[src/rtl/fetch_pkg.sv]
// Shared types and constants for the instruction fetch stage.
// Optional perf counters in inst_fetch are enabled by INST_FETCH_PERF_EN.
package fetch_pkg;

  typedef enum logic [1:0] {IDLE, RUN, DONE} fetch_state_t;

  localparam logic [8:0] HALT_WORD = 9'b1111_11_111;

  localparam int unsigned DEF_IW = 10;
  localparam int unsigned DEF_DW = 9;
  localparam int unsigned DEF_CW = 16;

endpackage

[src/rtl/sat_counter.sv]
// Saturating up-counter with synchronous clear (clear wins over increment).
module sat_counter #(
  parameter int unsigned W = 16
) (
  input  logic         clk,
  input  logic         rst_n,
  input  logic         clr,
  input  logic         inc,
  output logic [W-1:0] count
);

  logic [W-1:0] count_q, count_d;

  always_comb begin
    count_d = count_q;
    if (clr) begin
      count_d = '0;
    end else if (inc && (count_q != '1)) begin
      count_d = count_q + W'(1);
    end
  end

  always_ff @(posedge clk or negedge rst_n) begin
    if (!rst_n) begin
      count_q <= '0;
    end else begin
      count_q <= count_d;
    end
  end

  assign count = count_q;

endmodule

[src/rtl/inst_fetch.sv]
// Fetch stage: PC, one-entry IR, start/halt sequencing, branch flush, stall hold.
// Define INST_FETCH_PERF_EN to add StallCount/FlushCount outputs.
module inst_fetch
  import fetch_pkg::*;
#(
  parameter int unsigned IW = DEF_IW,
  parameter int unsigned DW = DEF_DW,
  parameter int unsigned CW = DEF_CW
) (
  input  logic          Clk,
  input  logic          Reset_n,
  input  logic          Start,
  input  logic [IW-1:0] StartAddr,
  input  logic [DW-1:0] InstIn,
  input  logic          Stall,
  input  logic          BranchTaken,
  input  logic [IW-1:0] BranchTarget,
  output logic [IW-1:0] InstAddress,
  output logic [DW-1:0] Inst,
  output logic [IW-1:0] InstPC,
  output logic          InstValid,
  output logic          Busy,
  output logic          Done,
`ifdef INST_FETCH_PERF_EN
  output logic [CW-1:0] StallCount,
  output logic [CW-1:0] FlushCount,
`endif
  output logic [CW-1:0] CycleCount
);

  fetch_state_t  state_q, state_d;
  logic [IW-1:0] pc_q, pc_d;
  logic [DW-1:0] inst_q, inst_d;
  logic [IW-1:0] ipc_q, ipc_d;
  logic          valid_q, valid_d;
  logic          done_q, done_d;

  logic running;
  logic start_go;
  logic ir_halt;

  assign running  = (state_q == RUN);
  assign start_go = Start && !running;
  assign ir_halt  = valid_q && (inst_q == DW'(HALT_WORD));

  always_comb begin
    state_d = state_q;
    pc_d    = pc_q;
    inst_d  = inst_q;
    ipc_d   = ipc_q;
    valid_d = valid_q;
    done_d  = done_q;
    case (state_q)
      IDLE, DONE: begin
        if (Start) begin
          state_d = RUN;
          pc_d    = StartAddr;
          valid_d = 1'b0;
          done_d  = 1'b0;
        end
      end
      RUN: begin
        // Branch beats halt and stall: the word fetched behind it is dropped.
        if (BranchTaken) begin
          pc_d    = BranchTarget;
          valid_d = 1'b0;
        end else if (ir_halt && !Stall) begin
          state_d = DONE;
          done_d  = 1'b1;
          valid_d = 1'b0;
        end else if (!Stall) begin
          inst_d  = InstIn;
          ipc_d   = pc_q;
          valid_d = 1'b1;
          pc_d    = pc_q + IW'(1);
        end
      end
      default: begin
        state_d = IDLE;
      end
    endcase
  end

  always_ff @(posedge Clk or negedge Reset_n) begin
    if (!Reset_n) begin
      state_q <= IDLE;
      pc_q    <= '0;
      inst_q  <= '0;
      ipc_q   <= '0;
      valid_q <= 1'b0;
      done_q  <= 1'b0;
    end else begin
      state_q <= state_d;
      pc_q    <= pc_d;
      inst_q  <= inst_d;
      ipc_q   <= ipc_d;
      valid_q <= valid_d;
      done_q  <= done_d;
    end
  end

  assign InstAddress = pc_q;
  assign Inst        = inst_q;
  assign InstPC      = ipc_q;
  assign InstValid   = valid_q;
  assign Busy        = running;
  assign Done        = done_q;

  sat_counter #(.W(CW)) u_cycle_cnt (
    .clk   (Clk),
    .rst_n (Reset_n),
    .clr   (start_go),
    .inc   (running),
    .count (CycleCount)
  );

`ifdef INST_FETCH_PERF_EN
  sat_counter #(.W(CW)) u_stall_cnt (
    .clk   (Clk),
    .rst_n (Reset_n),
    .clr   (start_go),
    .inc   (running && Stall && !BranchTaken),
    .count (StallCount)
  );

  sat_counter #(.W(CW)) u_flush_cnt (
    .clk   (Clk),
    .rst_n (Reset_n),
    .clr   (start_go),
    .inc   (running && BranchTaken),
    .count (FlushCount)
  );
`endif

endmodule

[config.mk]
export PLATFORM = sky130hd
export DESIGN_NAME = inst_fetch
export DESIGN_NICKNAME = d
export VERILOG_FILES = /design/src/rtl/fetch_pkg.sv /design/src/rtl/sat_counter.sv /design/src/rtl/inst_fetch.sv
export SDC_FILE = /design/constraint.sdc
export NUM_CORES = 1
export LEC_CHECK = 0
export ABC_AREA = 1
export CAP_MARGIN = 20
export CORE_MARGIN = 2
export CORE_UTILIZATION = 40
export DETAILED_ROUTE_END_ITERATION = 8
export DONT_BUFFER_PORTS = 1
export GPL_ROUTABILITY_DRIVEN = 0
export PLACE_DENSITY = 0.59
export SETUP_SLACK_MARGIN = 0.15
export SLEW_MARGIN = 20
export SYNTH_ARGS = -nofsm -noshare
export SYNTH_HDL_FRONTEND = slang
export SYNTH_HIERARCHICAL = 1
export SYNTH_SLANG_ARGS = --single-unit
[constraint.sdc]
create_clock -name Clk -period 1.5 [get_ports Clk]
set_input_delay 0.3 -clock Clk [delete_from_list [all_inputs] [get_ports Clk]]
set_output_delay 0.3 -clock Clk [all_outputs]
set_load 0.005 [all_outputs]
==> results list, run 1 <==
- Initial DRC count: 103
* Unique cell type count in the Yosys netlist: 32
* Cell count after synthesis: 381
* Critical Path Start Type: flop
- Ratio of cells with drive above 1 in the final layout: between 30% and 40%
* Sequential cell fraction of total power: 39.0%
* Comb pwr share: 44.4%
- Setup violations remaining at the end of the flow were counted as 0.
* Worst-path maximum fanout: 5
- Area enclosed by the die boundary: 7710 um^2
- Antenna violations before repair: 0
- The repair_antennas step left the layout with diodes totalling 0.
* Top-level port count: 82
- Worst-case register-to-register setup slack: approximately 22 ps
- Setup TNS: 0 ps
* Leakage component of the power: ~0.0019 uW
* Run status: complete, but fails checks
* Worst clock skew: 9.85 ps
* Wire length of the first global-routing pass: roughly 12000 um
- The clock tree synthesis step divided the H-tree into 2 levels.
- The number of slew-limit violations in the final report was 0.
- Number of global-route vias before repair: about 2500
- Clock transition at the registers of the reported paths: about 100 ps
* Power dissipated by switching net loads: around 2400 uW
- Final routed wire length divided by cell count: roughly 15 um
* Total iterations of the first detailed-routing run: 4
* Number of nets in the layout: 471
- Cell type with the largest total area after synthesis: sky130_fd_sc_hd__dfrtp_1
* Total standard cell area after synthesis: approximately 2800 um^2
- Across the VDD grid, the largest voltage drop is around 1000 uV.
- Clock buffers created by TritonCTS: 5
- Entering global routing, the biggest net connects 50 pins.
- Across every metal layer, demand over resource in global routing totals about a fifth.
* TritonCTS clock tree: built
- Number of synthesized register bits: just under 50
* Core area: slightly below 7000 um^2
- The checks that failed: hold timing.
- Synth-to-layout area growth: 37.4%
* Sequential fraction of the synthesis area: a little over two fifths
- For this block, the routed nets add up to around 8000 um of wire.
- Worst slew margin: between 80% and 90%
* Arrival time at the worst endpoint: 1670 ps
- Ranked by total cell area, the synthesized netlist is headed by sky130_fd_sc_hd__dfrtp_1, sky130_fd_sc_hd__nand2_1, sky130_fd_sc_hd__nand3_1.
* Number of rows in the core area: 30
- Max-cap violations in this run came to 0.
- DIE WIDTH: around 90 um
- The detail route stage leaves a number of antenna-violating nets equal to 0.
* Via count: between 2000 and 3000
* CTS Sinks: 49
* Per-cell via count in the routed design: around 5.0
- After layout, the worst path uses between 90% and 100% of the clock period.
* Placed wire-length estimate after detailed placement: 5150 um
* Hold/Removal Path Class: input port to asynchronous set/reset pin
- Summed over all layers, the global routing overflow is 0.
- At the later pin of the worst-skew pair, clock insertion delay measures 300 ps.
- CTS Buffer Depth: 2
- Vertical die dimension: ~90 um
- Fmax: 676 MHz
- In this run the tool buffered the top-level ports with 0 buffer cells.
- After synthesis, the largest area contributor takes up between 40% and 50% of total cell area.
* Required time worst endpoint: between 1500 and 2000 ps
- Setup repair after global routing could not meet its margin everywhere.
* Post-synth ARST share: between 90% and 100%
- Ranked by instance count, the synthesized netlist is headed by sky130_fd_sc_hd__nand2_1, sky130_fd_sc_hd__dfrtp_1, sky130_fd_sc_hd__inv_1.
* Final period demand of the worst path: 1480 ps
* Number of flops mapped to enable cells by yosys: 0
* Crit Path Class: flop to flop
* Final Hold Vio Count: 49
* Cell at the root of the clock tree: sky130_fd_sc_hd__clkbuf_8
* Number of nets in the synthesized netlist: approximately 420
- Initial standard-cell utilization of the core: between 40 and 50%
- Average footprint of a synthesized cell: around 7.4 um^2
- Slew at the pin closest to its max-slew limit: 279 ps
- Synth warnings: 6
* Final hold slack: -318 ps
* Clock share of power: 16.6%
* Pwr per Cell Area: between 1000 and 1500 nW/um^2
- Most instantiated library cell after synthesis: sky130_fd_sc_hd__nand2_1
- Critical Path End Type: flop
* Internal power: ~3400 uW
* Remaining design rule violation count: 0
- Share of total power consumed by net switching: roughly two fifths
- In the synthesized netlist the dominant register cell turns out to be sky130_fd_sc_hd__dfrtp_1.
layout by cell type (no fill, tap or decap), types with 2 or more instances in the layout:
cell / n
sky130_fd_sc_hd__xnor2_1: 3
sky130_fd_sc_hd__inv_1: 34
sky130_fd_sc_hd__nand4_1: 9
sky130_fd_sc_hd__a21oi_2: 2
sky130_fd_sc_hd__a21oi_1: 6
sky130_fd_sc_hd__o21ai_1: 12
sky130_fd_sc_hd__nand2_4: 15
sky130_fd_sc_hd__dfrtp_2: 5
sky130_fd_sc_hd__dfrtp_1: 44
sky130_fd_sc_hd__inv_2: 7
sky130_fd_sc_hd__o21ai_2: 15
sky130_fd_sc_hd__xor2_1: 3
sky130_fd_sc_hd__nand2_2: 28
sky130_fd_sc_hd__clkbuf_8: 5
sky130_fd_sc_hd__clkbuf_16: 3
sky130_fd_sc_hd__buf_4: 39
sky130_fd_sc_hd__nand3_2: 7
sky130_fd_sc_hd__o211ai_1: 2
sky130_fd_sc_hd__nor2_1: 23
sky130_fd_sc_hd__buf_6: 10
sky130_fd_sc_hd__a21oi_4: 2
sky130_fd_sc_hd__nand3_1: 24
sky130_fd_sc_hd__nor2_4: 6
sky130_fd_sc_hd__nor2_2: 9
sky130_fd_sc_hd__nand2_1: 98
sky130_fd_sc_hd__o21ai_0: 6
sky130_fd_sc_hd__o21bai_1: 2
state kept, by name, indices dropped and copies added (netlist names):
| register | cells |
|---|---|
| u_cycle_cnt/count | 16 |
| InstAddress | 10 |
| InstPC | 10 |
| Inst | 9 |
| state_q | 2 |
| Done | 1 |
| InstValid | 1 |
worst paths after layout:
check                      cells past startpoint       start                     to
max reg2reg                                    8  state_q[0]         InstAddress[9]
min reg2reg                                    2   InstPC[4]              InstPC[4]
max                                            8  state_q[0]         InstAddress[9]
min                                            0     Reset_n              InstPC[1]
max in group asynchronous                      0     Reset_n  u_cycle_cnt/count[14]
min in group Clk                               2   InstIn[6]                Inst[6]
power groups by stage:
stage / clock network (uW) / logic, uW / registers (uW)
floorplan: 0 / 1210 / 2160
global placement: 0 / 1790 / 2170
detailed placement: 0 / 1820 / 2180
CTS: 983 / 2040 / 2150
global route: 1030 / 2840 / 2310
finish: 956 / 2550 / 2240
critical path: stages, from the launching register on:
cell	delay (ps)
sky130_fd_sc_hd__dfrtp_1	420
sky130_fd_sc_hd__buf_4	150
sky130_fd_sc_hd__nand2_1	80
sky130_fd_sc_hd__nand2_1	100
sky130_fd_sc_hd__a21oi_4	230
sky130_fd_sc_hd__buf_4	170
sky130_fd_sc_hd__nand3_2	70
sky130_fd_sc_hd__nor2_1	100
sky130_fd_sc_hd__nor2_1	60
through the flow:
step                cells  worst slack [ps]  instance area (um^2)  utilization (%)  total power, uW
finish                532              21.7                  3860             56.9             5750
global route          532             -75.9                  3860             56.9             6180
CTS                   519              96.3                  3390             49.9             5180
detailed placement    502              16.2                  3130             46.1             4000
global placement      502              52.2                  3130             46.1             3960
floorplan             381              28.3                  2820                -             3370
area by class of cell:
class	instances	area, um^2
clock inverter	2	38.8
sequential	49	1230
multi-input combinational	281	1700
inverter	43	179
clock buffer	6	72.6
timing repair inverter	2	17.5
timing repair buffer	53	500
tap	96	120
fill	635	2930
what timing repair did:
action	in CTS	in global routing
gates cloned	1	8
endpoints found under the setup margin	49	48
buffers inserted	8	5
pin swaps	17	34
endpoints found under the hold margin	49	49
gates resized for setup	31	117
layer usage:
| layer | vias to the layer above | routed length [um] | part of all wire (%) | global-route usage (%) |
|---|---|---|---|---|
| li1 | 1321 | - | - | - |
| met1 | 1275 | 3120 | 39 | 23.1 |
| met2 | 70 | 4280 | 54 | 33.7 |
| met3 | 6 | 471 | 5.9 | 5.18 |
| met4 | 0 | 55 | 0.69 | 4.76 |
| met5 | - | 0 | 0 | 0 |
kinds of logic after synthesis:
family / synth area share (%)
xor gates and xnor gates: 1.87
adders and majority gates: 0.890
and+or+nand+nor: 35.6
DFF: 43.6
AOI/OAI and AO/OA: 9.84
buffers and inverters: 8.19
(Power assumes the default switching activity.)
==> run 2: changes to the inputs <==
--- a/config.mk
+++ b/config.mk
@@ -9,6 +9,7 @@
 export CAP_MARGIN = 20
 export CORE_MARGIN = 2
 export CORE_UTILIZATION = 40
+export CTS_CLUSTER_DIAMETER = 200
 export DETAILED_ROUTE_END_ITERATION = 8
 export DONT_BUFFER_PORTS = 1
 export GPL_ROUTABILITY_DRIVEN = 0
==> results of run 2 <==
Same layout as run 1: the final DEF is identical, and so are final timing and power.
==> run 3: changes to the inputs <==
--- a/config.mk
+++ b/config.mk
@@ -18,5 +18,4 @@
 export SLEW_MARGIN = 20
 export SYNTH_ARGS = -nofsm -noshare
 export SYNTH_HDL_FRONTEND = slang
-export SYNTH_HIERARCHICAL = 1
 export SYNTH_SLANG_ARGS = --single-unit
==> run 3 against run 2 <==
Effect of this change:
- the run still ends with hold timing left
- first-iteration DRC count is 13% lower
- sequential power about the same
- via count is 0.86% lower
- non-clock buffer count increased by 4
- highest routed layer unchanged
==> results list, run 3 <==
- The run finished, with violations left.
- Violations in the final reports: hold timing
* Number of flops mapped to enable cells by yosys: 0
- Total standard cell area after synthesis: 2770 um^2
- The die is 87.3 um tall.
- Synth-to-layout area growth: 39.7%
- Number of nets in the synthesized netlist: about 420
- Cell at the root of the clock tree: sky130_fd_sc_hd__clkbuf_8
* Clock latency of the later-clocked register in the worst-skew pair: roughly 300 ps
- The library cells used most frequently in the layout, excluding fill and tap cells, are sky130_fd_sc_hd__nand2_1, sky130_fd_sc_hd__dfrtp_1, sky130_fd_sc_hd__buf_4.
- Slew at the pin closest to its max-slew limit: 331 ps
- The worst-case IR drop observed on VDD is 581 uV.
- The number of slew-limit violations in the final report is 0.
* Core area: about 6800 um^2
- Prevailing post-synth register cell: sky130_fd_sc_hd__dfrtp_1
- Worst-path maximum fanout: 5
- Data on the critical path arrives at its endpoint at about 1700 ps.
- Leaving out fill and tap cells, the most frequent cell in the layout is sky130_fd_sc_hd__nand2_1.
- DIE WIDTH: between 80 and 90 um
- The register with the most flip-flops in the layout has 16 of them.
- Final routed wire length divided by cell count: between 10 and 15 um
- CTS Buffer Depth: 2
- Clock tree synthesis found a total of between 40 and 50 sinks.
- Critical Path Start Type: flop
- Pwr per Cell Area: ~1400 nW/um^2
- Initial DRC count: 90
* Internal power: 3390 uW
- For the worst setup path, the data required time is ~1700 ps.
- Diodes inserted: 0
* Number of synthesized register bits: 49
* Total design power: 5600 uW
* Cell type with the largest total area after synthesis: sky130_fd_sc_hd__dfrtp_1
* Clock buffers created by TritonCTS: 5
* Detail Route Antenna Nets: 0
- The number of different library cells used by synthesis comes to 32.
- Using the TritonRoute via totals, the vias-per-cell ratio works out to around 5.1.
- Cell count after synthesis: between 300 and 400
- Average footprint of a synthesized cell: around 7.2 um^2
- After synthesis, the largest area contributor takes up between 40 and 50% of total cell area.
- The share of the Yosys chip area taken by registers is 44.2%.
- Final standard cell count with taps included and fillers excluded: between 500 and 600
* Final Hold Vio Count: 49
- The commonest cells after synthesis are sky130_fd_sc_hd__nand2_1, sky130_fd_sc_hd__dfrtp_1, sky130_fd_sc_hd__nor2_1.
* Post-route clock period utilization: ~97%
* Area enclosed by the die boundary: 7610 um^2
- TritonCTS built the clock tree.
- Critical Path End Type: flop
- Via count: 2649
* Number of nets in the layout: ~480
- Counting tap cells, the placed design contains a total of 495 instances.
- Worst clock skew: ~4.9 ps
- Total iterations of the first detailed-routing run: 4
- Power dissipated by switching net loads: 2220 uW
- Antenna violations before repair: 0
- Ratio of cells with drive above 1 in the final layout: 39.5%
- After layout, the minimum clock period comes to roughly 1500 ps.
- Synth area leaders: sky130_fd_sc_hd__dfrtp_1, sky130_fd_sc_hd__nand2_1, sky130_fd_sc_hd__nor2_1
* Worst slew margin: approximately 78%
- During synthesis, Yosys emitted a total of 0 warnings.
* Post-synth ARST share: between 90% and 100%
- After clock tree synthesis, the clock-pin slew on the worst setup and hold paths is roughly 90 ps.
* Most instantiated library cell after synthesis: sky130_fd_sc_hd__nand2_1
* Final hold slack: -319 ps
* Maximum number of pins on one net before global-route repair: 50
* Total wirelength of the detailed-routed design: around 7600 um
- Crit Path Class: flop to flop
- Across every metal layer, demand over resource in global routing totals 20.3%.
- CTS built an H-tree with a depth of 2.
- The min-delay analysis places its worst path in the category input port to asynchronous set/reset pin.
- Summed over all nets, the half-perimeter wirelength after detailed placement is around 5400 um.
* Number of global-route vias before repair: ~2500
* Final setup vio count: 0
- Top-level port count: 82
- Initial standard-cell utilization of the core: between 40 and 50%
- Total of max-cap violations: 0
- Clock share of power: 17.9%
- Setup repair after global routing could not meet its margin everywhere.
* Number of rows in the core area: 30
* Remaining design rule violation count: 0
- Static timing analysis puts the maximum clock frequency at around 690 MHz.
- Wire length of the first global-routing pass: between 10000 and 15000 um
- Buffers placed on the I/O ports in this run total 0.
- In this run, flip-flops and latches consume between 40% and 50% of the power.
* Comb pwr share: between 40% and 50%
- Net switching is between 30% and 40% of the power.
* Setup TNS: 0 ps
- Global routing finished with a remaining overflow of 0.
* Leakage component of the power: ~0.0019 uW
## run 3: cell type report
cell class / count / area, um^2
clock buffer: 7 / 86.3
timing repair inverter: 1 / 6.26
clock inverter: 1 / 30.0
fill: 643 / 2880
inverter: 28 / 120
timing repair buffer: 57 / 531
tap: 80 / 100
sequential: 49 / 1230
multi-input combinational: 297 / 1770
## run 3: logic make-up after synthesis
kind of cell	count (synthesis)	synth area share (%)
compound gates	33	6.68
simple gates	257	40.4
xor+xnor	5	1.58
flops	49	44.2
fa+ha+maj	2	0.902
buf+inv	37	6.18
## run 3: critical path, cell delays in order (launching register included)
cell and delay, ps:
sky130_fd_sc_hd__dfrtp_1 420, sky130_fd_sc_hd__ha_4 180, sky130_fd_sc_hd__nand2_4 80, sky130_fd_sc_hd__nor2_4 40, sky130_fd_sc_hd__nand2_2 100, sky130_fd_sc_hd__nor2_4 40
sky130_fd_sc_hd__nor2_4 160, sky130_fd_sc_hd__buf_4 160, sky130_fd_sc_hd__nand2_1 50, sky130_fd_sc_hd__nand3_1 70, sky130_fd_sc_hd__nand2_1 50
## run 3: layer usage
metal / GRT usage (%) / wire [um] / vias to the layer above
li1: - / - / 1321
met5: 0 / 0 / -
met4: 6.57 / 118 / 0
met1: 24.9 / 3250 / 1247
met2: 34.3 / 3760 / 73
met3: 5.78 / 473 / 8
## run 3: stage by stage
step | hold WS, ps | worst slack, ps | area, um^2 | utilization (%)
2_1_floorplan | 4.41 | 23.0 | 2800 | -
3_3_place_gp | 5.80 | 3.07 | 3150 | 46.6
3_5_place_dp | 5.72 | -46.2 | 3150 | 46.6
4_1_cts | -333 | 0.723 | 3450 | 51.0
5_1_grt | -348 | -48.5 | 3870 | 57.3
6_report | -319 | 47.3 | 3870 | 57.3
## run 3: repair_timing
item / in CTS / in global routing
gates cloned: 1 / 2
pin swaps: 19 / 34
setup buffers: 6 / 8
endpoints found under the hold margin: 49 / 49
resized for setup: 38 / 108
endpoints found under the setup margin: 47 / 48
## run 3: final timing paths
kind / slack [ps] / to / cells after the start / startpoint
hold reg to reg: 520 / Done / 2 / Done
max in group asynchronous: 1710 / Inst[3] / 0 / Reset_n
setup / recovery: 50 / u_cycle_cnt.count[10] / 10 / u_cycle_cnt.count[1]
min in group Clk: 110 / Inst[5] / 2 / InstIn[5]
hold / removal: -320 / u_cycle_cnt.count[15] / 0 / Reset_n
setup reg to reg: 50 / u_cycle_cnt.count[10] / 10 / u_cycle_cnt.count[1]
## run 3: power groups by stage
stage,Sequential [uW],Clock (uW),Combinational (uW)
4_1_cts,2180,1030,1960
6_report,2270,1000,2330
2_1_floorplan,2200,0,1040
3_5_place_dp,2200,0,1790
5_1_grt,2330,1080,2600
3_3_place_gp,2180,0,1770
==> edit, RTL diff (config.mk and constraints of run 3) <==
Add a define of `INST_FETCH_PERF_EN`.
--- a/src/rtl/inst_fetch.sv
+++ b/src/rtl/inst_fetch.sv
@@ -1,5 +1,7 @@
 // Fetch stage: PC, one-entry IR, start/halt sequencing, branch flush, stall hold.
 // Define INST_FETCH_PERF_EN to add StallCount/FlushCount outputs.
+`define INST_FETCH_PERF_EN
+
 module inst_fetch
   import fetch_pkg::*;
 #(
Function (old outputs only; new: FlushCount and StallCount): kept (equiv_simple and equiv_induct, registers matched by name and starting in step).
==> edit against run 3 <==
  * The flow finishes with violations (negative hold slack, negative setup slack)
  * Worst setup slack lost 0.058 ns
  * Area after synthesis grew 77%
  * Routed wire length up 99%
  * Highest routed layer unchanged
  * Combinational power decreased by 4%
  * Total power up 36%
  * Final area increased by 81%
  * Sequential cell count grew 32
  * Clock skew rose by 0.0018 ns
==> edit: results (changes against run 3) <==
.. list-table::
   :header-rows: 1

   * - Metric
     - Value
   * - Status
     - finished with violations
   * - Violated checks
     - negative hold slack, negative setup slack
   * - Global routing usage on met3
     - 6.935% (+1.2 points)
   * - Post-route clock skew
     - 0.006670 ns (+0.001817 ns)
   * - Sum of routed wire length over all layers
     - 15.13 mm (+99%)
   * - First-pass GRT wire length
     - 23.55 mm (+94%)
   * - Most frequent cells after synthesis
     - 238 x nand2_1, 95 x nor2_1, 81 x dfrtp_1, 49 x inv_1, 41 x nand3_1
   * - Post-Place Cell Area
     - 5733 µm² (+82%)
   * - Setup total negative slack
     - -0.03817 ns (-0.03817 ns)
   * - Met2 capacity usage during global routing
     - 37.32% (+3.0 points)
   * - Initial drt markers
     - 340 (+280%)
   * - Clock Latency Late Sink
     - 0.36 ns (+0.06 ns)
   * - Total global routing track utilization
     - 22.71% (+2.4 points)
   * - Crit-path max cell delay
     - 0.36 ns (-0.06 ns)
   * - Arrival time reported for the critical path endpoint
     - 1.81 ns (+0.16 ns)
   * - Hold Worst Slack
     - -0.3651 ns (-0.04611 ns)
   * - Quantity of gates resized following cts
     - 75 (+97%)
   * - Final Hold Viols
     - 81 (+65%)
   * - Met3 layer wire length in the routed design
     - 1.050 mm (+120%)
   * - CTS buffer count
     - 9 (+4)
   * - Met2 WL post-DR
     - 7.397 mm (+97%)
   * - Net count of the finished layout
     - 835 (+76%)
   * - GR Layer Usage met1
     - 27.81% (+2.9 points)
   * - Least-Margin Pin Slew
     - 0.3809 ns (+0.05008 ns)
   * - Worst slack after detailed placement
     - -0.1048 ns (-0.05855 ns)
   * - Estimated wirelength of the detail-placed design
     - 10.01 mm (+86%)
   * - Worst Setup SP
     - u_cycle_cnt.count[0]$_DFFE_PN0P_
   * - Count of H-tree levels built during CTS
     - 3 (+1)
   * - Sequential area share after synthesis
     - 41.36% (-2.9 points)
   * - Worst vdd ir
     - 0.0006215 V (+6.9%)
   * - Met1 Wirelength
     - 6.418 mm (+97%)
   * - Final-report setup violation count
     - 5 (+5)
   * - Clock Tree Root
     - clkbuf_16
   * - Count of mapped cells out of synthesis
     - 680 (+78%)
   * - Largest net degree at the start of global routing
     - 82 (+64%)
   * - Post-CTS clock slew at the launch and capture registers of the worst setup and hold paths
     - 0.06 ns (-0.03 ns)
   * - Number of instances in the placed design
     - 899 (+82%)
   * - Layout filler cell count
     - 1070 (+66%)
   * - Final setup slack of the worst path
     - -0.01083 ns (-0.05816 ns)
-- edit: logic make-up (layout without fill, tap and decap cells) --
logic type | count (synthesis) | count (layout) | share of synthesized area [%]
and+or+nand+nor | 437 | 439 | 40.21
DFF | 81 | 81 | 41.36
buffers and inverters | 74 | 194 | 6.842
AOI/OAI and AO/OA | 68 | 68 | 7.710
xor gates and xnor gates | 16 | 16 | 2.859
adders and majority gates | 4 | 4 | 1.021
-- edit: cell type report --
cell class	instances	area, µm²	share of cell area [%]
timing repair buffer	122	1176	16.76
clock inverter	7	95.09	1.355
multi-input combinational	527	3080	43.90
sequential	81	2036	29.01
inverter	56	220.2	3.138
tap	147	183.9	2.621
clock buffer	9	225.2	3.210
-- edit: where the power goes --
| part | leakage, nW | switching (mW) | internal (mW) |
|---|---|---|---|
| clock network | 0.155 | 0.965 | 1.46 |
| logic | 2.17 | 1.21 | 1.01 |
| registers | 1.03 | 0.391 | 2.56 |
| total | 3.35 | 2.57 | 5.03 |
